$ cat src/rtl/gray_counter_ud_pkg.sv
// Shared types for the up/down Gray counter: the per-edge step decision
// taken by the next-state logic.
package gray_counter_ud_pkg;

    typedef enum logic [2:0] {
        STEP_HOLD,
        STEP_LOAD,
        STEP_INC,
        STEP_DEC,
        STEP_TOP,     // up-step attempted at binary max
        STEP_BOTTOM   // down-step attempted at binary zero
    } step_e;

endpackage

$ cat src/rtl/gray_counter_ud_gray2bin.sv
// Gray-to-binary converter: each binary bit is the XOR of all Gray bits
// from the MSB down to that position.
module gray_counter_ud_gray2bin #(
    parameter int WIDTH = 3
) (
    input  logic [WIDTH-1:0] g,
    output logic [WIDTH-1:0] b
);

    for (genvar i = 0; i < WIDTH; i++) begin : g_bit
        assign b[i] = ^g[WIDTH-1:i];
    end

endmodule

$ cat src/rtl/gray_counter_ud.sv
// Parametrised up/down Gray-code counter with Gray parallel load, wrap or
// saturate at the ends, sticky overflow/underflow flags and a wrap pulse.
module gray_counter_ud
    import gray_counter_ud_pkg::*;
#(
    parameter int WIDTH    = 3,
    parameter int SATURATE = 0
) (
    input  logic             Clk,
    input  logic             Reset_n,
    input  logic             En,
    input  logic             Dir,
    input  logic             Load,
    input  logic [WIDTH-1:0] LoadGray,
    input  logic             ClrFlag,
    output logic [WIDTH-1:0] Output,
    output logic [WIDTH-1:0] BinOut,
    output logic             Overflow,
    output logic             Underflow,
    output logic             Wrap
);

    localparam logic [WIDTH-1:0] MAX  = {WIDTH{1'b1}};
    localparam logic [WIDTH-1:0] ZERO = {WIDTH{1'b0}};
    localparam logic [WIDTH-1:0] ONE  = {{(WIDTH-1){1'b0}}, 1'b1};

    logic [WIDTH-1:0] st;
    logic             ovf;
    logic             udf;
    logic             wp;
    logic [WIDTH-1:0] load_bin;
    step_e            step;

    gray_counter_ud_gray2bin #(.WIDTH(WIDTH)) u_load_g2b (
        .g (LoadGray),
        .b (load_bin)
    );

    always_comb begin
        step = STEP_HOLD;
        if (Load)
            step = STEP_LOAD;
        else if (En) begin
            if (Dir)
                step = (st == MAX)  ? STEP_TOP    : STEP_INC;
            else
                step = (st == ZERO) ? STEP_BOTTOM : STEP_DEC;
        end
    end

    always_ff @(posedge Clk or negedge Reset_n) begin
        if (!Reset_n) begin
            st  <= ZERO;
            ovf <= 1'b0;
            udf <= 1'b0;
            wp  <= 1'b0;
        end else begin
            wp <= 1'b0;
            // Clear first so that a same-edge overflow/underflow below wins.
            if (ClrFlag) begin
                ovf <= 1'b0;
                udf <= 1'b0;
            end
            case (step)
                STEP_LOAD: st <= load_bin;
                STEP_INC:  st <= st + ONE;
                STEP_DEC:  st <= st - ONE;
                STEP_TOP: begin
                    ovf <= 1'b1;
                    if (SATURATE == 0) begin
                        st <= ZERO;
                        wp <= 1'b1;
                    end
                end
                STEP_BOTTOM: begin
                    udf <= 1'b1;
                    if (SATURATE == 0) begin
                        st <= MAX;
                        wp <= 1'b1;
                    end
                end
                default: st <= st;
            endcase
        end
    end

    assign Output    = st ^ (st >> 1);
    assign BinOut    = st;
    assign Overflow  = ovf;
    assign Underflow = udf;
    assign Wrap      = wp;

endmodule

$ cat config.mk
export PLATFORM = sky130hd
export DESIGN_NAME = gray_counter_ud
export DESIGN_NICKNAME = d
export VERILOG_FILES = /design/src/rtl/gray_counter_ud_pkg.sv /design/src/rtl/gray_counter_ud_gray2bin.sv /design/src/rtl/gray_counter_ud.sv
export SDC_FILE = /design/constraint.sdc
export NUM_CORES = 1
export LEC_CHECK = 0
export BUFFER_PORTS_ARGS = -buffer_cell sky130_fd_sc_hd__clkbuf_2
export CORE_AREA = 3 3 40 42
export CTS_CLUSTER_DIAMETER = 60
export DETAILED_ROUTE_END_ITERATION = 6
export DIE_AREA = 0 0 43 45
export GPL_TIMING_DRIVEN = 0
export SKIP_LAST_GASP = 1
export SLEW_MARGIN = 0
export SYNTH_ARGS = -nofsm -noshare
export SYNTH_HDL_FRONTEND = slang
export SYNTH_HIERARCHICAL = 1
export SYNTH_SLANG_ARGS = --single-unit
$ cat constraint.sdc
create_clock -name Clk -period 5.15 [get_ports Clk]
set_clock_uncertainty 0.05 [all_clocks]
set_input_delay 0.515 -clock Clk [delete_from_list [all_inputs] [get_ports Clk]]
set_output_delay 0.515 -clock Clk [all_outputs]
set_load 0.02 [all_outputs]
# ---- Word-level counts from Yosys, hierarchy flattened
# Index checks and enable logic that the tools add are counted.
dict set report op_classes {
  addsub 2
  eq_ne 6
  muxes 10
  n_bitwise 1
  n_reduce_logical 7
}
# operator count
set op_table {}
lappend op_table {{2-to-1 mux 3 bit} 5}
lappend op_table {{case mux 3 bit (5 select lines)} 1}
lappend op_table {{equality test 3 bit, second input constant} 3}
lappend op_table {{equality test 3 x 2 -> 1 bit, second input constant} 2}
lappend op_table {{nonzero test 5 bit} 1}
lappend op_table {{2-to-1 mux 1 bit} 4}
lappend op_table {{nonzero test 2 bit} 2}
lappend op_table {{adder 3 x 1 -> 3 bit, second input constant} 1}
lappend op_table {{equality test 3 x 1 -> 1 bit, second input constant} 1}
lappend op_table {{zero test 3 bit} 1}
lappend op_table {{XOR reduction 3 bit} 1}
lappend op_table {{subtractor 3 x 1 -> 3 bit, second input constant} 1}
lappend op_table {{XOR 3 x 2 -> 3 bit} 1}
lappend op_table {{OR reduction 2 bit} 1}
lappend op_table {{XOR reduction 2 bit} 1}
dict set report totals {
  reg_bits 6
  input_bits 9
  out_inout_bits 9
}

# ---- Longest topological paths before layout
dict set report depth {
  depth_word 8
  depth_mapped 8
  ltp_nobuf 8
}

# ---- By module
# The synthesis kept the hierarchy.
# mod instances cells_per_inst area_per_inst_um2 seq_area_each_um2
set modules_own_cells {}
lappend modules_own_cells {gray_counter_ud 1 47 441.7 150.1}
lappend modules_own_cells {gray_counter_ud_gray2bin 1 3 40.0 0.0}

# ---- Worst setup path before layout
# No wires, ideal clock.
dict set report synth_path {
  path_kind {register -> register}
  start {register st[0], in the netlist BinOut[0]}
  end {register st[2], in the netlist BinOut[2]}
  setup_ps 80
  arrival_time_ps 2196
  t_required_ps 5020
  setup_slack_ps 2824
  stages_incl_launch_ff 9
  period_less_slack_ps 2326
  cell_sequence {dfrtp_1 > inv_1 > ha_1 > and2b_2 > nor3_1 > fa_1 > or4_1 > a311o_1 > o211ai_2}
}
dict set report synth_via {
  elab_chain_len 7
}
# element line_no
set synth_lines {}
lappend synth_lines {{start: declaration} gray_counter_ud.sv:27} ;# logic [WIDTH-1:0] st;
lappend synth_lines {{start signal: assignment} gray_counter_ud.sv:65} ;# STEP_LOAD: st <= load_bin;
lappend synth_lines {{start signal: assignment} gray_counter_ud.sv:66} ;# STEP_INC: st <= st + ONE;
lappend synth_lines {{start signal: assignment} gray_counter_ud.sv:67} ;# STEP_DEC: st <= st - ONE;
lappend synth_lines {{equality test 3 bit / zero test 3 bit (equally long branches)} {gray_counter_ud.sv:45, gray_counter_ud.sv:47}}
lappend synth_lines {{2-to-1 mux 3 bit (on tied branches)} {gray_counter_ud.sv:45, gray_counter_ud.sv:47}}
lappend synth_lines {{2-to-1 mux 3 bit} gray_counter_ud.sv:44} ;# if (Dir)
lappend synth_lines {{2-to-1 mux 3 bit} gray_counter_ud.sv:43} ;# else if (En) begin
lappend synth_lines {{2-to-1 mux 3 bit} gray_counter_ud.sv:41} ;# if (Load)
lappend synth_lines {{equality test 3 bit, or another cell as far along} gray_counter_ud.sv:64} ;# case (step)
lappend synth_lines {{case mux 3 bit (5 select lines) / nonzero test 5 bit (equally long branches)} -}
# Several ways; a longest one is shown, not always the timed one.
# A chain may end at the register's enable or synchronous reset.

# ---- Worst setup path after layout
# Same ends and word-level chain as after synthesis.

==> results.json <==
{
  "status": "finished, final reports clean",
  "routed_wl_um": 1020,
  "p_sw_share_pct": 37.0,
  "setup_viol": 0,
  "initial_utilization_pct": 37.5,
  "yosysWarnings": 6,
  "post-cts-setup-buffers": 0,
  "clk_path_buf_depth": 2,
  "antenna_cells": 0,
  "routedWlPerCell_um": 12.0,
  "synth_nets": 62,
  "row_count": 13,
  "ctsResizeCount": 0,
  "vias_per_cell": 5.06,
  "yosysUniqueCellTypes": 27,
  "worstPathCellList": "inv_1 > ha_1 > and2b_2 > nor3_1 > fa_1 > or4_1 > a311o_1 > o211ai_2",
  "max_freq_mhz": 409,
  "area_growth_pct": 26.2,
  "drv_cap": 0,
  "synth_area_leaders": "dfrtp_1 (31%), a21oi_1 (7.3%), ha_1 (5.2%)",
  "clkSlewWorstSetupHoldPaths_ns": 0.05,
  "synth_top_area_cell": "dfrtp_1",
  "antenna_found_initial": 0,
  "cts_sinks": 6,
  "critical-path-slowest-cell": "dfrtp_1",
  "portBuffers": 17,
  "dp_cells": 82,
  "p_int_mw": 0.112,
  "grtUsageTotal_pct": 11.5,
  "numCtsBuffers": 3,
  "drt_first_pass_iters": 4,
  "postRouteAntennaNets": 0,
  "tns_ns": 0,
  "power_frac_comb_pct": 43.5,
  "critPathCaptureType": "flop",
  "cp.arrival_ns": 2.56,
  "die-height_um": 45,
  "p_clk_share_pct": 23.1,
  "dieArea_um2": 1940,
  "relSlewSlack_pct": 77.6,
  "drv_slew": 0,
  "layout-drive-gt1-share_pct": 37.1,
  "worstSetupStartpointType": "flop",
  "syn_area_um2": 482,
  "multi_input_area_um2": 283,
  "vdd_drop_max_uv": 167,
  "drcViolationCount": 0,
  "crit_fanout": 6,
  "critPathBufInv": 1,
  "seq_area_um2": 150,
  "gp_congestion": 0.655,
  "final_core_util_pct": 47.3,
  "worst_pin_slew_ns": 0.336,
  "required_ns": 5.26,
  "powerDensity_nw_per_um2": 293,
  "finalCriticalPeriod_ns": 2.44,
  "core_area_um2": 1280,
  "ios": 18,
  "ys_seq_elements": 6,
  "hold_buffers": 0,
  "grt_first_pass_wirelength_um": 1700,
  "fin_nets": 84,
  "setup_slack_ns": 2.71,
  "synth-seq-area-share_pct": 31.2,
  "cts-htree-levels": 1,
  "grt_max_degree": 11,
  "crit_family": "simple AND/OR/NAND/NOR gates",
  "synthCells": 50,
  "cts_root_buf": "clkbuf_4",
  "critPathKind": "reg -> reg",
  "fillers": 141,
  "drt-initial-drc-count": 16,
  "dieWidth_um": 43,
  "rsz0062_at_grt": "false",
  "num_vias": 430,
  "place_hpwl_um": 841,
  "synth_top_area_share_pct": 31.2,
  "grt_pass1_vias": 392,
  "clock_latency_ns": 0.24,
  "slowest_delay_ns": 0.46,
  "p_seq_share_pct": 33.4,
  "post-route-period-util_pct": 47.4,
  "syn_avg_cell_area_um2": 9.63,
  "power_switching_mw": 0.0659,
  "fin_cells": 85,
  "cts_tree": "built",
  "whs_ns": 0.0458,
  "p_leak_nw": 0.322,
  "grt_overflow_total": 0,
  "hold_viol": 0,
  "hold_path_class": "in -> async",
  "post-place-ws_ns": 2.69
}
metal layers:
layer	vias to the layer above	global-route usage [%]	routed length [µm]
met5	-	0	0
met4	0	3.61	0
met3	0	2.79	72
met2	18	19.2	503
met1	194	14.8	449
li1	218	-	-
layout make-up:
| type | count | area share, % |
|---|---|---|
| multi-input combinational | 35 | 46.5 |
| inverter | 5 | 3.09 |
| tap | 15 | 3.09 |
| buffer | 4 | 4.94 |
| clock buffer | 3 | 3.70 |
| timing repair buffer | 17 | 14.0 |
| sequential | 6 | 24.7 |
registers in the layout, summed over array words and instances (netlist names):
signal	cells
Overflow	1
Underflow	1
BinOut	3
Wrap	1
synthesized netlist by cell type, drive strengths merged:
cell type,count
a21oi,7
dfrtp,6
inv,5
buf,3
nor2b,3
ha,2
nand2,2
nand2b,2
o221ai,2
xor2,2
a21boi,1
a22o,1
a311o,1
and2b,1
and4bb,1
clkbuf,1
fa,1
nand3,1
nor2,1
nor3,1
o211a,1
o211ai,1
o21ai,1
o2bb2ai,1
or4,1
xor3,1
stage by stage:
stage / total power, mW / instance area (µm²)
after floorplan: 0.114 / 482
after global placement: 0.137 / 586
after detailed placement: 0.138 / 586
after CTS: 0.181 / 608
after global routing: 0.192 / 608
final: 0.178 / 608
power by group through the flow:
stage	Combinational, mW	Sequential (mW)	Clock (mW)
after floorplan	0.0494	0.0648	0
after global placement	0.0771	0.0600	0
after detailed placement	0.0783	0.0601	0
after CTS	0.0785	0.0594	0.0430
after global routing	0.0860	0.0606	0.0453
final	0.0774	0.0594	0.0412
placed cells by master, fill, tap and decap left out, drive strengths merged, types with 2 or more instances in the layout:
master,Yosys,routed
nand2b,2,2
ha,2,2
nand2,2,2
o221ai,2,2
clkbuf,1,21
xor2,2,2
buf,3,3
a21oi,7,7
dfrtp,6,6
nor2b,3,3
inv,5,5
logic make-up (layout without fill, tap and decap cells):
logic type	count (synthesis)	after routing	synth area share [%]
buffers and inverters	9	29	10.1
adder cells (fa/ha/maj)	3	3	9.35
AO/OA/AOI/OAI	16	16	23.9
flip-flops	6	6	31.2
AND/OR/NAND/NOR	13	13	16.9
XOR/XNOR	3	3	8.57
worst paths after layout:
path | start | endpoint | slack (ns) | cells after the start
max | BinOut[0] | BinOut[2] | 2.71 | 8
min | Reset_n | Wrap | 0.05 | 1
max reg2reg | BinOut[0] | BinOut[2] | 2.71 | 8
min reg2reg | Overflow | Overflow | 0.46 | 1
max in group asynchronous | Reset_n | Overflow | 4.84 | 1
min in group Clk | Overflow | Overflow | 0.46 | 1
(Power assumes the default switching activity.)
